==> config.mk <==
export PLATFORM = sky130hd
export DESIGN_NAME = coll_pair_sched
export DESIGN_NICKNAME = d
export VERILOG_FILES = /design/src/rtl/coll_pair_sched.sv
export SDC_FILE = /design/constraint.sdc
export NUM_CORES = 2
export LEC_CHECK = 0
export ABC_CLOCK_PERIOD_IN_PS = 1800
export BUFFER_PORTS_ARGS = -buffer_cell sky130_fd_sc_hd__buf_2
export CAP_MARGIN = 20
export CORE_ASPECT_RATIO = 0.6
export CORE_UTILIZATION = 30
export DETAILED_ROUTE_END_ITERATION = 6
export PLACE_DENSITY = 0.45
export REMOVE_ABC_BUFFERS = 1
export SLEW_MARGIN = 0
export SYNTH_ARGS = -nofsm -noshare
export SYNTH_HDL_FRONTEND = slang
export SYNTH_SLANG_ARGS = --single-unit
==> constraint.sdc <==
create_clock -name clock -period 1.8 [get_ports clock]
set_input_delay 0.09 -clock clock [delete_from_list [all_inputs] [get_ports clock]]
set_output_delay 0.09 -clock clock [all_outputs]
set_load 0.005 [all_outputs]
==> src/rtl/coll_pair_sched.sv <==
`default_nettype none
// +--------------------------------------------------------------------------+
// | coll_pair_sched : sweeps all object pairs through an external collision  |
// | detector and accumulates hit statistics. Optional watchdog: define       |
// | COLL_PAIR_SCHED_TIMEOUT_EN.                          Revision 1.0        |
// +--------------------------------------------------------------------------+
module coll_pair_sched #(
  parameter int N_OBJ   = 8,
  parameter int IDX_W   = 3,
  parameter int TIMEOUT = 64
) (
  input  logic                 clock,
  input  logic                 resetn,
  input  logic                 wr_en,
  input  logic [IDX_W-1:0]     wr_addr,
  input  logic [31:0]          wr_x,
  input  logic [31:0]          wr_y,
  input  logic [31:0]          wr_vx,
  input  logic [31:0]          wr_vy,
  input  logic [31:0]          r2_in,
  input  logic                 start,
  output logic [31:0]          det_x1,
  output logic [31:0]          det_y1,
  output logic [31:0]          det_x2,
  output logic [31:0]          det_y2,
  output logic [31:0]          det_vx1,
  output logic [31:0]          det_vy1,
  output logic [31:0]          det_vx2,
  output logic [31:0]          det_vy2,
  output logic [31:0]          det_r2,
  output logic                 det_in_rdy,
  input  logic                 det_trial,
  input  logic                 det_out_rdy,
  output logic                 busy,
  output logic                 done,
  output logic [2*IDX_W-1:0]   coll_cnt,
  output logic [N_OBJ-1:0]     hit_map,
  output logic                 first_valid,
  output logic [IDX_W-1:0]     first_i,
  output logic [IDX_W-1:0]     first_j,
  output logic                 tmo_err
);

  localparam int               CNT_W    = 2 * IDX_W;
  localparam logic [IDX_W-1:0] LAST_IDX = IDX_W'(N_OBJ - 1);

  typedef enum logic [2:0] {
    IDLE   = 3'd0,
    ISSUE  = 3'd1,
    WAIT   = 3'd2,
    RECORD = 3'd3,
    DONE   = 3'd4
  } state_t;

  state_t             state_q, state_d;
  logic [IDX_W-1:0]   i_q, i_d, j_q, j_d;
  logic [31:0]        r2_q, r2_d;
  logic               trial_q, trial_d;

  logic [31:0]        tbl_x_q [N_OBJ];
  logic [31:0]        tbl_x_d [N_OBJ];
  logic [31:0]        tbl_y_q [N_OBJ];
  logic [31:0]        tbl_y_d [N_OBJ];
  logic [31:0]        tbl_vx_q[N_OBJ];
  logic [31:0]        tbl_vx_d[N_OBJ];
  logic [31:0]        tbl_vy_q[N_OBJ];
  logic [31:0]        tbl_vy_d[N_OBJ];

  logic [31:0]        det_x1_q, det_x1_d, det_y1_q, det_y1_d;
  logic [31:0]        det_x2_q, det_x2_d, det_y2_q, det_y2_d;
  logic [31:0]        det_vx1_q, det_vx1_d, det_vy1_q, det_vy1_d;
  logic [31:0]        det_vx2_q, det_vx2_d, det_vy2_q, det_vy2_d;
  logic [31:0]        det_r2_q, det_r2_d;
  logic               det_in_rdy_q, det_in_rdy_d;

  logic [CNT_W-1:0]   coll_cnt_q, coll_cnt_d;
  logic [N_OBJ-1:0]   hit_map_q, hit_map_d;
  logic               first_valid_q, first_valid_d;
  logic [IDX_W-1:0]   first_i_q, first_i_d, first_j_q, first_j_d;

`ifdef COLL_PAIR_SCHED_TIMEOUT_EN
  localparam int      TMO_W = $clog2(TIMEOUT + 1);
  logic [TMO_W-1:0]   wait_cnt_q, wait_cnt_d;
  logic               tmo_err_q, tmo_err_d;
`endif

  always_comb begin
    state_d       = state_q;
    i_d           = i_q;
    j_d           = j_q;
    r2_d          = r2_q;
    trial_d       = trial_q;
    tbl_x_d       = tbl_x_q;
    tbl_y_d       = tbl_y_q;
    tbl_vx_d      = tbl_vx_q;
    tbl_vy_d      = tbl_vy_q;
    det_x1_d      = det_x1_q;
    det_y1_d      = det_y1_q;
    det_x2_d      = det_x2_q;
    det_y2_d      = det_y2_q;
    det_vx1_d     = det_vx1_q;
    det_vy1_d     = det_vy1_q;
    det_vx2_d     = det_vx2_q;
    det_vy2_d     = det_vy2_q;
    det_r2_d      = det_r2_q;
    det_in_rdy_d  = det_in_rdy_q;
    coll_cnt_d    = coll_cnt_q;
    hit_map_d     = hit_map_q;
    first_valid_d = first_valid_q;
    first_i_d     = first_i_q;
    first_j_d     = first_j_q;
`ifdef COLL_PAIR_SCHED_TIMEOUT_EN
    wait_cnt_d    = wait_cnt_q;
    tmo_err_d     = tmo_err_q;
`endif

    // Table is writable only between sweeps; out-of-range indices are dropped.
    if (wr_en && (state_q == IDLE) && (int'(wr_addr) < N_OBJ)) begin
      tbl_x_d[wr_addr]  = wr_x;
      tbl_y_d[wr_addr]  = wr_y;
      tbl_vx_d[wr_addr] = wr_vx;
      tbl_vy_d[wr_addr] = wr_vy;
    end

    case (state_q)
      IDLE: begin
        if (start) begin
          r2_d          = r2_in;
          i_d           = '0;
          j_d           = IDX_W'(1);
          coll_cnt_d    = '0;
          hit_map_d     = '0;
          first_valid_d = 1'b0;
          first_i_d     = '0;
          first_j_d     = '0;
`ifdef COLL_PAIR_SCHED_TIMEOUT_EN
          tmo_err_d     = 1'b0;
`endif
          state_d       = ISSUE;
        end
      end

      ISSUE: begin
        det_x1_d     = tbl_x_q[i_q];
        det_y1_d     = tbl_y_q[i_q];
        det_vx1_d    = tbl_vx_q[i_q];
        det_vy1_d    = tbl_vy_q[i_q];
        det_x2_d     = tbl_x_q[j_q];
        det_y2_d     = tbl_y_q[j_q];
        det_vx2_d    = tbl_vx_q[j_q];
        det_vy2_d    = tbl_vy_q[j_q];
        det_r2_d     = r2_q;
        det_in_rdy_d = 1'b1;
`ifdef COLL_PAIR_SCHED_TIMEOUT_EN
        wait_cnt_d   = '0;
`endif
        state_d      = WAIT;
      end

      WAIT: begin
        if (det_out_rdy) begin
          trial_d      = det_trial;
          det_in_rdy_d = 1'b0;
          state_d      = RECORD;
        end
`ifdef COLL_PAIR_SCHED_TIMEOUT_EN
        else if (wait_cnt_q == TMO_W'(TIMEOUT - 1)) begin
          // A silent detector counts as "no collision" for this pair.
          trial_d      = 1'b0;
          tmo_err_d    = 1'b1;
          det_in_rdy_d = 1'b0;
          state_d      = RECORD;
        end else begin
          wait_cnt_d   = wait_cnt_q + TMO_W'(1);
        end
`endif
      end

      RECORD: begin
        if (trial_q) begin
          if (coll_cnt_q != {CNT_W{1'b1}}) begin
            coll_cnt_d = coll_cnt_q + CNT_W'(1);
          end
          hit_map_d[i_q] = 1'b1;
          hit_map_d[j_q] = 1'b1;
          if (!first_valid_q) begin
            first_valid_d = 1'b1;
            first_i_d     = i_q;
            first_j_d     = j_q;
          end
        end
        if (j_q != LAST_IDX) begin
          j_d     = j_q + IDX_W'(1);
          state_d = ISSUE;
        end else if (i_q == LAST_IDX - IDX_W'(1)) begin
          state_d = DONE;
        end else begin
          i_d     = i_q + IDX_W'(1);
          j_d     = i_q + IDX_W'(2);
          state_d = ISSUE;
        end
      end

      DONE: begin
        state_d = IDLE;
      end

      default: begin
        state_d = IDLE;
      end
    endcase
  end

  always_ff @(posedge clock or negedge resetn) begin
    if (!resetn) begin
      state_q       <= IDLE;
      i_q           <= '0;
      j_q           <= '0;
      r2_q          <= '0;
      trial_q       <= 1'b0;
      for (int k = 0; k < N_OBJ; k++) begin
        tbl_x_q[k]  <= '0;
        tbl_y_q[k]  <= '0;
        tbl_vx_q[k] <= '0;
        tbl_vy_q[k] <= '0;
      end
      det_x1_q      <= '0;
      det_y1_q      <= '0;
      det_x2_q      <= '0;
      det_y2_q      <= '0;
      det_vx1_q     <= '0;
      det_vy1_q     <= '0;
      det_vx2_q     <= '0;
      det_vy2_q     <= '0;
      det_r2_q      <= '0;
      det_in_rdy_q  <= 1'b0;
      coll_cnt_q    <= '0;
      hit_map_q     <= '0;
      first_valid_q <= 1'b0;
      first_i_q     <= '0;
      first_j_q     <= '0;
    end else begin
      state_q       <= state_d;
      i_q           <= i_d;
      j_q           <= j_d;
      r2_q          <= r2_d;
      trial_q       <= trial_d;
      tbl_x_q       <= tbl_x_d;
      tbl_y_q       <= tbl_y_d;
      tbl_vx_q      <= tbl_vx_d;
      tbl_vy_q      <= tbl_vy_d;
      det_x1_q      <= det_x1_d;
      det_y1_q      <= det_y1_d;
      det_x2_q      <= det_x2_d;
      det_y2_q      <= det_y2_d;
      det_vx1_q     <= det_vx1_d;
      det_vy1_q     <= det_vy1_d;
      det_vx2_q     <= det_vx2_d;
      det_vy2_q     <= det_vy2_d;
      det_r2_q      <= det_r2_d;
      det_in_rdy_q  <= det_in_rdy_d;
      coll_cnt_q    <= coll_cnt_d;
      hit_map_q     <= hit_map_d;
      first_valid_q <= first_valid_d;
      first_i_q     <= first_i_d;
      first_j_q     <= first_j_d;
    end
  end

`ifdef COLL_PAIR_SCHED_TIMEOUT_EN
  always_ff @(posedge clock or negedge resetn) begin
    if (!resetn) begin
      wait_cnt_q <= '0;
      tmo_err_q  <= 1'b0;
    end else begin
      wait_cnt_q <= wait_cnt_d;
      tmo_err_q  <= tmo_err_d;
    end
  end
  assign tmo_err = tmo_err_q;
`else
  assign tmo_err = 1'b0;
`endif

  assign det_x1      = det_x1_q;
  assign det_y1      = det_y1_q;
  assign det_x2      = det_x2_q;
  assign det_y2      = det_y2_q;
  assign det_vx1     = det_vx1_q;
  assign det_vy1     = det_vy1_q;
  assign det_vx2     = det_vx2_q;
  assign det_vy2     = det_vy2_q;
  assign det_r2      = det_r2_q;
  assign det_in_rdy  = det_in_rdy_q;
  assign busy        = (state_q != IDLE);
  assign done        = (state_q == DONE);
  assign coll_cnt    = coll_cnt_q;
  assign hit_map     = hit_map_q;
  assign first_valid = first_valid_q;
  assign first_i     = first_i_q;
  assign first_j     = first_j_q;

endmodule

`default_nettype wire
==> results.py <==
metrics = {
    "clock_tree": {
        "insertion_delay_ns": 0.81,
        "htreeDepth": 4,
        "path_clk_slew_ns": 0.06,
        "numClockSinks": 1376,
        "cts_root_buffer": "clkbuf_16",
        "cts_max_path_buffers": 4,
        "cts_tree": "built",
        "cts_buffers": 156,
    },
    "synth": {
        "ys_types": 53,
        "synth.most_common_cell": "dfrtp_1",
        "synth-edff-count": 0,
        "synth_top_area_share": 0.526,
        "synth_common_cells": "dfrtp_1, mux2_2, nand2_1",
        "yosys_register_bits": 1376,
        "synth_cells": 4932,
        "ys_async_sr_fraction": 1.00,
        "syn_area_per_cell_sq_um": 13.3,
        "yosysWarnings": 0,
        "synth_ff_type": "dfrtp_1",
        "synth_top_cell_by_area": "dfrtp_1",
        "synth_seq_area_share": 0.526,
        "synthesis.area_sq_um": 65500,
        "synth_area_leaders": "dfrtp_1, mux2_2, mux4_2, nand2_1, mux2_1",
    },
    "setup_path": {
        "rrSetupSlack_ns": -0.52,
        "worst_ep_arrival_time_ns": 2.98,
        "rr_worst_depth": 8,
        "rr_startpoint": "state_q[1]$_DFFE_PN0P_",
        "cp-end-kind": "flop",
        "cp_max_fo": 16,
        "startpoint": "state_q[1]$_DFFE_PN0P_",
        "start_kind": "flop",
        "path_class": "reg -> reg",
        "required_ns": 2.46,
        "crit_path_end": "tbl_y_q[107]$_DFFE_PN0P_",
        "r2r-end": "tbl_y_q[107]$_DFFE_PN0P_",
    },
    "route": {
        "drtPass1Iterations": 5,
        "drtIter0Drc": 3668,
        "route.antenna.remaining_nets": 0,
        "drc_errors": 0,
        "drt-wirelength-per-cell_um": 27.7,
        "viasPerCell": 5.34,
        "drt_wl_total_um": 246000,
        "num_vias": 47400,
    },
    "outcome": {
        "violations": "setup timing",
        "outcome": "finished with violations",
    },
    "finish": {
        "fin_nets": 6065,
        "drive_gt1_frac": 0.441,
        "syn_to_final_growth_pct": 30.7,
        "final_cells": 8881,
    },
    "floorplanning": {
        "die_w_um": 605,
        "initial_core_util": 0.303,
        "fp.coreArea_sq_um": 216000,
        "pin_count": 482,
        "rows": 132,
        "dieArea_sq_um": 220000,
        "die_h_um": 364,
    },
    "sta": {
        "worstMarginPinSlew_ns": 1.02,
        "grt_setup_unrepaired": "true",
        "min_period_ns": 2.32,
        "slew_headroom": 0.318,
        "fin_ws_ns": -0.517,
        "finalHoldViolCount": 0,
        "max_freq_mhz": 432,
        "setup_viol": 1281,
        "skew_ns": 0.0380,
        "finalCritPeriodShare": 1.29,
        "drv_slew": 0,
    },
    "global_route": {
        "antenna_found_initial": 12,
        "gr-total-overflow": 0,
        "grt_pass1_vias": 48700,
        "grt_max_degree": 113,
        "grt_pass1_wl_um": 353000,
        "grt_usage": 0.215,
    },
    "run": {
        "cap_violations": 0,
    },
    "power_and_ir_drop": {
        "ir_drop_v": 0.000714,
        "pwr_density_cell_nw_per_um2": 1820,
        "p_leak_uw": 0.0370,
        "power_uw": 156000,
    },
    "place": {
        "numPortBuffers": 480,
        "dp_hpwl_um": 158000,
        "dp.cells": 8322,
        "gp_congestion": 0.784,
    },
    "min_path": {
        "min_path_type": "in -> async",
    },
}
## area by class of cell
cell class / count / area, sq um
Multi-Input combinational cell: 3109 / 30200
Clock buffer: 222 / 4440
Clock inverter: 46 / 687
Antenna cell: 3 / 7.51
Inverter: 35 / 139
Fill cell: 20500 / 131000
Sequential cell: 1376 / 34500
Tap cell: 2881 / 3600
Timing Repair Buffer: 1209 / 12000
## cell usage in the layout, fill, tap and decap left out, types with 17 or more instances in the layout
cell type and n:
buf_4 233, mux4_2 321, mux2_2 777, buf_6 33, a22o_1 17, o221ai_1 26
clkbuf_1 38, buf_2 479, mux2_4 257, a31oi_1 164, o2bb2ai_1 47, dlygate4sd3_1 198
clkbuf_8 27, inv_1 33, a221oi_1 103, mux2i_1 90, a22oi_1 60, a21oi_1 131
nand2_1 565, nor2_1 249, buf_12 211, clkbuf_16 178, a221o_1 18, clkinv_2 18
o22a_1 40, nand3_1 34, mux2_1 47, dfrtp_1 1370, buf_16 22, o21ai_0 53
## cells by family (layout without fill, tap and decap cells)
group / after synthesis / in the layout / synth area share
simple gates: 897 / 898 / 0.0546
buf+inv: 448 / 1512 / 0.0313
compound gates: 707 / 707 / 0.0763
other cells: 1 / 4 / 0.0000573
mux: 1492 / 1492 / 0.310
fa+ha+maj: 9 / 9 / 0.00172
xor+xnor: 2 / 2 / 0.000268
flops: 1376 / 1376 / 0.526
## worst min path at each step
stage,startpoint,endpoint,slack (ns),cells after the start
5_1_grt,resetn,tbl_vy_q[43]$_DFFE_PN0P_,0.04,3
2_1_floorplan,resetn,coll_cnt[0]$_DFFE_PN0P_,-0.21,0
3_5_place_dp,resetn,tbl_vx_q[36]$_DFFE_PN0P_,0.02,1
3_3_place_gp,resetn,tbl_vx_q[36]$_DFFE_PN0P_,0.02,1
6_report,resetn,tbl_vx_q[201]$_DFFE_PN0P_,0.05,3
4_1_cts,r2_in[10],r2_q[10]$_DFFE_PN0P_,0.003,4
## state kept, by name, summed over array words and instances (netlist names), 6 cells and up
name,count
r2_q,32
det_x2,32
det_r2,32
det_y1,32
det_x1,32
det_vx2,32
det_vx1,32
tbl_x_q,256
det_vy1,32
det_y2,32
det_vy2,32
hit_map,8
tbl_vx_q,256
tbl_vy_q,256
coll_cnt,6
tbl_y_q,256
## per-layer routing
layer  GRT usage  share of wire  routed length [um]
met4      0.0407          0.017                4250
met1       0.313           0.47              116000
met5           0        0.00035                  87
met3      0.0363          0.055               13500
met2       0.337           0.46              112000
## critical path, stage by stage, from the launching register on
cell	delay [ns]
dfrtp_1	0.41
nor4b_4	0.31
nand2b_1	0.16
buf_6	0.18
nor3b_4	0.21
buf_4	0.15
buf_12	0.15
buf_12	0.19
mux2_2	0.35
## power by group
group | internal (uW) | total [uW] | switching [uW] | leakage, uW
clock network | 19500 | 33100 | 13700 | 0.00251
logic | 35000 | 62500 | 27500 | 0.0174
registers | 46700 | 60300 | 13600 | 0.0170
total | 101000 | 156000 | 54800 | 0.0370
## metrics by stage
step / hold slack [ns] / setup slack (ns) / area, sq um / util / TNS (ns)
after floorplan: -0.206 / -24.17 / 63600 / - / -
after global placement: 0.0183 / -0.645 / 75500 / 0.349 / -421.28
after detailed placement: 0.0195 / -0.570 / 75500 / 0.349 / -376.27
after CTS: 0.00340 / -0.543 / 83900 / 0.388 / -393.53
after global routing: 0.0397 / -0.610 / 85600 / 0.396 / -443.60
final: 0.0479 / -0.517 / 85600 / 0.396 / -328.68
## timing repair
| action | CTS | global route |
|---|---|---|
| hold buffers | 198 | 0 |
| resized for setup | 171 | 206 |
| gates cloned | 12 | 22 |
| endpoints found under the setup margin | 1273 | 1327 |
| endpoints found under the hold margin | 2446 | 0 |
| pin swaps | 0 | 10 |
| buffers inserted | 22 | 43 |
No activity file was read; power rests on OpenSTA's default activity.
